### src/rtl/hazard_stall_controller_pkg.sv
`default_nettype none
// ============================================================================
// Module  : hazard_pkg
// Brief   : Shared types and limits for the hazard stall controller.
// Rev     : 1.0
// ============================================================================
package hazard_pkg;

    typedef enum logic [1:0] {
        RUN        = 2'd0,
        LOAD_STALL = 2'd1,
        MEM_WAIT   = 2'd2
    } state_t;

    typedef logic [3:0] cnt_t;

    localparam int c_LOAD_LATENCY_MIN = 1;
    localparam int c_LOAD_LATENCY_MAX = 15;

    // Out-of-range latencies are clamped so the 4-bit counter never wraps.
    function automatic cnt_t load_cnt_init(input int ll);
        int v;
        v = ll;
        if (v < c_LOAD_LATENCY_MIN) v = c_LOAD_LATENCY_MIN;
        if (v > c_LOAD_LATENCY_MAX) v = c_LOAD_LATENCY_MAX;
        return cnt_t'(v - 1);
    endfunction

endpackage
`default_nettype wire

### src/rtl/hazard_stall_controller_if.sv
`default_nettype none
// ============================================================================
// Module  : hazard_stall_controller_if
// Brief   : Hazard events in, pipeline enables/bubbles and statistics out.
// Rev     : 1.0
// ============================================================================
interface hazard_stall_controller_if #(
    parameter int CNT_W = 16
);
    logic             stall_req;
    logic             branch_taken;
    logic             dmem_busy;
    logic             pc_write;
    logic             ifid_write;
    logic             ifid_flush;
    logic             idex_bubble;
    logic             exmem_write;
    logic             stall_active;
    logic [CNT_W-1:0] stat_stall_cnt;
    logic [CNT_W-1:0] stat_flush_cnt;
    logic [CNT_W-1:0] stat_wait_cnt;

    modport master (
        output stall_req, branch_taken, dmem_busy,
        input  pc_write, ifid_write, ifid_flush, idex_bubble, exmem_write,
        input  stall_active, stat_stall_cnt, stat_flush_cnt, stat_wait_cnt
    );

    modport slave (
        input  stall_req, branch_taken, dmem_busy,
        output pc_write, ifid_write, ifid_flush, idex_bubble, exmem_write,
        output stall_active, stat_stall_cnt, stat_flush_cnt, stat_wait_cnt
    );
endinterface
`default_nettype wire

### src/rtl/hazard_stall_controller_sat_counter.sv
`default_nettype none
// ============================================================================
// Module  : sat_counter
// Brief   : W-bit up counter that sticks at all-ones; synchronous clear.
// Rev     : 1.0
// ============================================================================
module sat_counter #(
    parameter int W = 16
) (
    input  wire logic         clk,
    input  wire logic         rst_n,
    input  wire logic         inc,
    output      logic [W-1:0] q
);
    logic [W-1:0] r_q;

    always_ff @(posedge clk) begin
        if (!rst_n) begin
            r_q <= '0;
        end else if (inc && (r_q != {W{1'b1}})) begin
            r_q <= r_q + 1'b1;
        end
    end

    assign q = r_q;
endmodule
`default_nettype wire

### src/rtl/hazard_stall_controller.sv
`default_nettype none
// ============================================================================
// Module  : hazard_stall_controller
// Brief   : Sequences pipeline enables/bubbles for load-use stalls, branch
//           flushes and data-memory waits. Define HAZARD_STATS_EN to build
//           the saturating statistics counters.
// Rev     : 1.0
// ============================================================================
module hazard_stall_controller
    import hazard_pkg::*;
#(
    parameter int LOAD_LATENCY = 1,
    parameter int CNT_W        = 16
) (
    input wire logic              clk,
    input wire logic              rst_n,
    hazard_stall_controller_if.slave bus
);
    localparam cnt_t c_CNT_INIT = load_cnt_init(LOAD_LATENCY);
    localparam bit   c_MULTI    = (LOAD_LATENCY > 1);

    state_t r_state, r_ret_state;
    cnt_t   r_cnt;

    state_t w_eff_state, w_next_state, w_next_ret;
    cnt_t   w_next_cnt;
    logic   w_pc_write, w_ifid_write, w_ifid_flush;
    logic   w_idex_bubble, w_exmem_write, w_stall_active;

    // A falling dmem_busy resumes the saved context in the same cycle.
    assign w_eff_state = ((r_state == MEM_WAIT) && !bus.dmem_busy) ? r_ret_state : r_state;

    always_ff @(posedge clk) begin
        if (!rst_n) begin
            r_state     <= RUN;
            r_ret_state <= RUN;
            r_cnt       <= '0;
        end else begin
            r_state     <= w_next_state;
            r_ret_state <= w_next_ret;
            r_cnt       <= w_next_cnt;
        end
    end

    always_comb begin
        w_pc_write    = 1'b1;
        w_ifid_write  = 1'b1;
        w_ifid_flush  = 1'b0;
        w_idex_bubble = 1'b0;
        w_exmem_write = 1'b1;
        w_next_state  = r_state;
        w_next_ret    = r_ret_state;
        w_next_cnt    = r_cnt;

        if (bus.dmem_busy) begin
            w_pc_write    = 1'b0;
            w_ifid_write  = 1'b0;
            w_exmem_write = 1'b0;
            w_next_state  = MEM_WAIT;
            // Staying in MEM_WAIT keeps the context saved on entry.
            w_next_ret    = (r_state == MEM_WAIT) ? r_ret_state : r_state;
        end else if (bus.branch_taken) begin
            w_ifid_flush  = 1'b1;
            w_idex_bubble = 1'b1;
            w_next_state  = RUN;
            w_next_ret    = RUN;
            w_next_cnt    = '0;
        end else begin
            w_next_ret = RUN;
            case (w_eff_state)
                LOAD_STALL: begin
                    w_pc_write    = 1'b0;
                    w_ifid_write  = 1'b0;
                    w_idex_bubble = 1'b1;
                    if (r_cnt == cnt_t'(1)) begin
                        w_next_state = RUN;
                        w_next_cnt   = '0;
                    end else begin
                        w_next_state = LOAD_STALL;
                        w_next_cnt   = r_cnt - cnt_t'(1);
                    end
                end
                default: begin
                    w_next_state = RUN;
                    w_next_cnt   = '0;
                    if (bus.stall_req) begin
                        w_pc_write    = 1'b0;
                        w_ifid_write  = 1'b0;
                        w_idex_bubble = 1'b1;
                        if (c_MULTI) begin
                            w_next_state = LOAD_STALL;
                            w_next_cnt   = c_CNT_INIT;
                        end
                    end
                end
            endcase
        end

        w_stall_active = (r_state != RUN);

        if (!rst_n) begin
            w_pc_write     = 1'b0;
            w_ifid_write   = 1'b0;
            w_ifid_flush   = 1'b1;
            w_idex_bubble  = 1'b1;
            w_exmem_write  = 1'b0;
            w_stall_active = 1'b0;
        end
    end

    assign bus.pc_write     = w_pc_write;
    assign bus.ifid_write   = w_ifid_write;
    assign bus.ifid_flush   = w_ifid_flush;
    assign bus.idex_bubble  = w_idex_bubble;
    assign bus.exmem_write  = w_exmem_write;
    assign bus.stall_active = w_stall_active;

`ifdef HAZARD_STATS_EN
    logic w_stall_inc, w_flush_inc, w_wait_inc;

    assign w_wait_inc  = rst_n & bus.dmem_busy;
    assign w_flush_inc = rst_n & ~bus.dmem_busy & bus.branch_taken;
    assign w_stall_inc = rst_n & ~bus.dmem_busy & ~bus.branch_taken &
                         (((w_eff_state == RUN) & bus.stall_req) | (w_eff_state == LOAD_STALL));

    sat_counter #(.W(CNT_W)) u_stall_cnt (
        .clk   (clk),
        .rst_n (rst_n),
        .inc   (w_stall_inc),
        .q     (bus.stat_stall_cnt)
    );

    sat_counter #(.W(CNT_W)) u_flush_cnt (
        .clk   (clk),
        .rst_n (rst_n),
        .inc   (w_flush_inc),
        .q     (bus.stat_flush_cnt)
    );

    sat_counter #(.W(CNT_W)) u_wait_cnt (
        .clk   (clk),
        .rst_n (rst_n),
        .inc   (w_wait_inc),
        .q     (bus.stat_wait_cnt)
    );
`else
    assign bus.stat_stall_cnt = '0;
    assign bus.stat_flush_cnt = '0;
    assign bus.stat_wait_cnt  = '0;
`endif

endmodule
`default_nettype wire

### src/flat_wrapper.sv
// flat-port wrapper written by rule: the top's interface ports become plain ports
module hazard_stall_controller_flat import hazard_pkg::*;
#(
    parameter int LOAD_LATENCY = 1,
    parameter int CNT_W        = 16
)
  (clk, rst_n, bus_stall_req, bus_branch_taken, bus_dmem_busy, bus_pc_write, bus_ifid_write, bus_ifid_flush, bus_idex_bubble, bus_exmem_write, bus_stall_active, bus_stat_stall_cnt, bus_stat_flush_cnt, bus_stat_wait_cnt);
  hazard_stall_controller_if #(.CNT_W(CNT_W)) bus_i ();
  input wire logic clk;
  input wire logic rst_n;
  input wire logic [$bits(bus_i.stall_req)-1:0] bus_stall_req;
  input wire logic [$bits(bus_i.branch_taken)-1:0] bus_branch_taken;
  input wire logic [$bits(bus_i.dmem_busy)-1:0] bus_dmem_busy;
  output wire logic [$bits(bus_i.pc_write)-1:0] bus_pc_write;
  output wire logic [$bits(bus_i.ifid_write)-1:0] bus_ifid_write;
  output wire logic [$bits(bus_i.ifid_flush)-1:0] bus_ifid_flush;
  output wire logic [$bits(bus_i.idex_bubble)-1:0] bus_idex_bubble;
  output wire logic [$bits(bus_i.exmem_write)-1:0] bus_exmem_write;
  output wire logic [$bits(bus_i.stall_active)-1:0] bus_stall_active;
  output wire logic [$bits(bus_i.stat_stall_cnt)-1:0] bus_stat_stall_cnt;
  output wire logic [$bits(bus_i.stat_flush_cnt)-1:0] bus_stat_flush_cnt;
  output wire logic [$bits(bus_i.stat_wait_cnt)-1:0] bus_stat_wait_cnt;
  assign bus_i.stall_req = bus_stall_req;
  assign bus_i.branch_taken = bus_branch_taken;
  assign bus_i.dmem_busy = bus_dmem_busy;
  assign bus_pc_write = bus_i.pc_write;
  assign bus_ifid_write = bus_i.ifid_write;
  assign bus_ifid_flush = bus_i.ifid_flush;
  assign bus_idex_bubble = bus_i.idex_bubble;
  assign bus_exmem_write = bus_i.exmem_write;
  assign bus_stall_active = bus_i.stall_active;
  assign bus_stat_stall_cnt = bus_i.stat_stall_cnt;
  assign bus_stat_flush_cnt = bus_i.stat_flush_cnt;
  assign bus_stat_wait_cnt = bus_i.stat_wait_cnt;
  hazard_stall_controller #(.LOAD_LATENCY(LOAD_LATENCY), .CNT_W(CNT_W)) u_core (.clk(clk), .rst_n(rst_n), .bus(bus_i));
endmodule
### config.mk
export PLATFORM = sky130hd
export DESIGN_NAME = hazard_stall_controller_flat
export DESIGN_NICKNAME = d
export VERILOG_FILES = /design/src/rtl/hazard_stall_controller_pkg.sv /design/src/rtl/hazard_stall_controller_if.sv /design/src/rtl/hazard_stall_controller_sat_counter.sv /design/src/rtl/hazard_stall_controller.sv /design/src/flat_wrapper.sv
export SDC_FILE = /design/constraint.sdc
export NUM_CORES = 1
export LEC_CHECK = 0
export CAP_MARGIN = 20
export CORE_ASPECT_RATIO = 1.5
export CORE_UTILIZATION = 35
export CTS_BUF_LIST = sky130_fd_sc_hd__clkbuf_8
export CTS_CLUSTER_SIZE = 20
export DETAILED_ROUTE_END_ITERATION = 16
export PLACE_DENSITY = 0.83
export SLEW_MARGIN = 20
export SYNTH_ARGS = -nofsm -noshare
export SYNTH_HDL_FRONTEND = slang
export SYNTH_SLANG_ARGS = --single-unit
### constraint.sdc
create_clock -name clk -period 1.7 [get_ports clk]
set_input_delay 0.255 -clock clk [delete_from_list [all_inputs] [get_ports clk]]
set_output_delay 0.255 -clock clk [all_outputs]
set_load 0.02 [all_outputs]
==> impl_results.md <==
* Yosys reg bits at 8
* Sw frac at 35.3%
* Layout Nets at 124
* RSZ-0062 raised after global routing: false
* CTS max path bufs at 2
* Crit path max-delay cell type: clkdlybuf4s50_1
* Worst r2r dst: u_core.r_cnt[3]
* Global-route wire length before repair at 1.90 mm
* GR Util All Layers at 10.3%
* Wirelength per Cell at 9.33 um
* Critical path arrival at 1400 ps
* Layout cell share with drive strength beyond 1 at 16.5%
* Tot Pwr at 573 uW
* CTS tree: done
* Initial antenna violation count at 0
* Multi-input gate area at 464 sq um
* First-pass DRT Iterations at 4
* H-tree level count at 1
* Share of total power in combinational logic at 26.4%
* DR vias/cell at 4.25
* Mapped cell area at 825 sq um
* Core ar. at 2230 sq um
* Worst setup EP type: primary output
* Initial Utilization at 36.9%
* Clock root buffer: clkbuf_8
* Area Overhead vs Synth at 2.28%
* Die width at 41.6 um
* Peak VDD IR at 0.000429 V
* Leak at 0.000408 uW
* CP max FO at 12
* ANT nets after route at 0
* Die height at 61.4 um
* Total number of vias at 586
* First DRT Iteration DRCs at 7
* Layout Skew at 4.59 ps
* Hold_buf cts at 0
* R2r setup slk at 150 ps
* Post-synth EDFFs at 0
* Fin util at 37.8%
* Crit path to: bus_stall_active
* Max stage delay on crit path at 500 ps
* Max-slew violations at 0
* Worst-Margin Slew at 529 ps
* Outcome: finished clean
* Seq/Total Area, Yosys at 19.4%
* Post-Syn Area per Cell at 8.33 sq um
* N_diodes at 0
* Area after DPL at 807 sq um
* Cell variety after synth at 27
* Row cnt at 21
* Routed wire length at 1.29 mm
* Die Area at 2560 sq um
* Leading cell type in the layout, fill and taps excluded: conb_1
* Hold Vio Cnt, Final at 0
* Fin crit period at 1650 ps
* Worst-Skew Late Latency at 230 ps
* Sequential power share at 33.6%
* Commonest non-fill, non-tap cells in the layout: conb_1 (48), buf_4 (8), dfxtp_1 (7)
* Period utilization at 97.1%
* Max-cap violations at 0
* Io pins at 59
* # setup viols final at 0
* Clock buffer count from CTS at 3
* Final Wtd Congestion at 0.901
* Vias in the first global route at 453
* CP Launch Type: input pin
* Post-synth ARST share at 0%
* Area contributors post-synth: buf_4 (45%), dfxtp_1 (19%), a2111oi_4 (3.3%)
* Synth top area share at 44.6%
* Finished Layout Cells at 138
* Critical path type: in2out
* Fillers at 225
* PwrDens at 679 nW/um^2
* GR Overflow Total at 0
* DPL Wire Length at 966 um
* Synthesis Warnings at 0
* Ys flop type: dfxtp_1
* DRC Markers at 0
* Slew HR at 64.7%
* Hold Path Class: reg2reg
* Worst path required time at 1440 ps
* Reg2Reg Depth at 6
* Post-Syn Instances at 99
* Inst Count DP at 135
* FF/Latch Area at 161 sq um
* FMAX at 0.606 GHz
* Finished Cell Area at 843 sq um
* Clock slew at reported path FFs at 40 ps
* R2r startpoint: u_core.r_cnt[1]
* Worst Setup SP: rst_n
* Cell Chain, Critical Path: clkdlybuf4s50_1 -> buf_4 -> o21a_1 -> dlygate4sd2_1
* Clk sinks at 8
* Port Buffer Count at 10
* Largest net degree at the start of global routing at 13
* Net switching power figure at 202 uW
* Int Pwr at 370 uW
* Synth area leader: buf_4
* Clock Power Share at 40.0%
## logic make-up after synthesis
family / Yosys count / synth area share (%)
compound gates: 13 / 13.2
fa+ha+maj: 2 / 3.03
buf+inv: 55 / 47.3
flops: 8 / 19.4
mux: 1 / 1.21
other cells: 1 / 0.455
simple gates: 19 / 15.3
## what timing repair did
item                       4_1_cts  5_1_grt
setup buffers                    0        0
resized for setup               18        7
setup endpoints to repair        6        5
pin swaps                        0        2
## power groups by stage
| stage | sequential (uW) | combinational, uW | clock, uW |
|---|---|---|---|
| 2_1_floorplan | 195 | 204 | 0 |
| 3_3_place_gp | 195 | 153 | 0 |
| 3_5_place_dp | 195 | 154 | 0 |
| 4_1_cts | 192 | 150 | 232 |
| 5_1_grt | 192 | 162 | 240 |
| 6_report | 192 | 151 | 229 |
## cell usage after synthesis, types with 2 or more instances
cell type,number
nor3_1,2
inv_1,4
ha_1,2
clkbuf_1,2
o21ai_0,3
o21a_1,3
buf_4,49
dfxtp_1,8
nor2b_1,2
nor3b_1,2
nand2_1,4
nor2_1,3
## registers in the layout, summed over array words and instances, names as in the netlist
signal and flops:
u_core.r_ret_state 2, u_core.r_state 2, u_core.r_cnt 4
## worst max-delay path, delay by kind of cell
family / cells / cell delay [ps]
buf+inv: 3 / 1000
compound gates: 1 / 130
## metal layers
layer,GRT usage (%),vias up,wire length (um)
met4,8.29,0,43
met1,9.15,270,462
met5,0,-,0
met3,2.05,5,132
met2,20.1,50,648
li1,-,261,-
## layout make-up
type | instances | share of cell area [%]
Sequential cell | 8 | 19.1
Clock buffer | 3 | 4.90
Timing Repair Buffer | 17 | 15.7
Multi-Input combinational cell | 83 | 55.0
Inverter | 4 | 1.78
Tap cell | 23 | 3.41
## stage by stage
| step | TNS (ps) | setup slack [ps] | hold slack (ps) |
|---|---|---|---|
| after floorplan | 0 | 143 | 424 |
| after detailed placement | -1660 | -348 | 514 |
| after global placement | -1510 | -288 | 483 |
| after global routing | 0 | 2.29 | 549 |
| after CTS | 0 | 1.90 | 519 |
| final | 0 | 48.8 | 520 |
## worst min path at each step
| stage | from | end | slack (ps) | cells after the start |
|---|---|---|---|---|
| 3_5_place_dp | u_core.r_cnt[3] | u_core.r_cnt[3] | 510 | 2 |
| 2_1_floorplan | rst_n | u_core.r_cnt[3] | 420 | 2 |
| 4_1_cts | u_core.r_cnt[3] | u_core.r_cnt[3] | 520 | 2 |
| 6_report | u_core.r_cnt[3] | u_core.r_cnt[3] | 520 | 2 |
| 3_3_place_gp | u_core.r_cnt[2] | u_core.r_cnt[2] | 480 | 2 |
| 5_1_grt | u_core.r_cnt[3] | u_core.r_cnt[3] | 550 | 2 |
No activity file was read; power rests on OpenSTA's default activity.
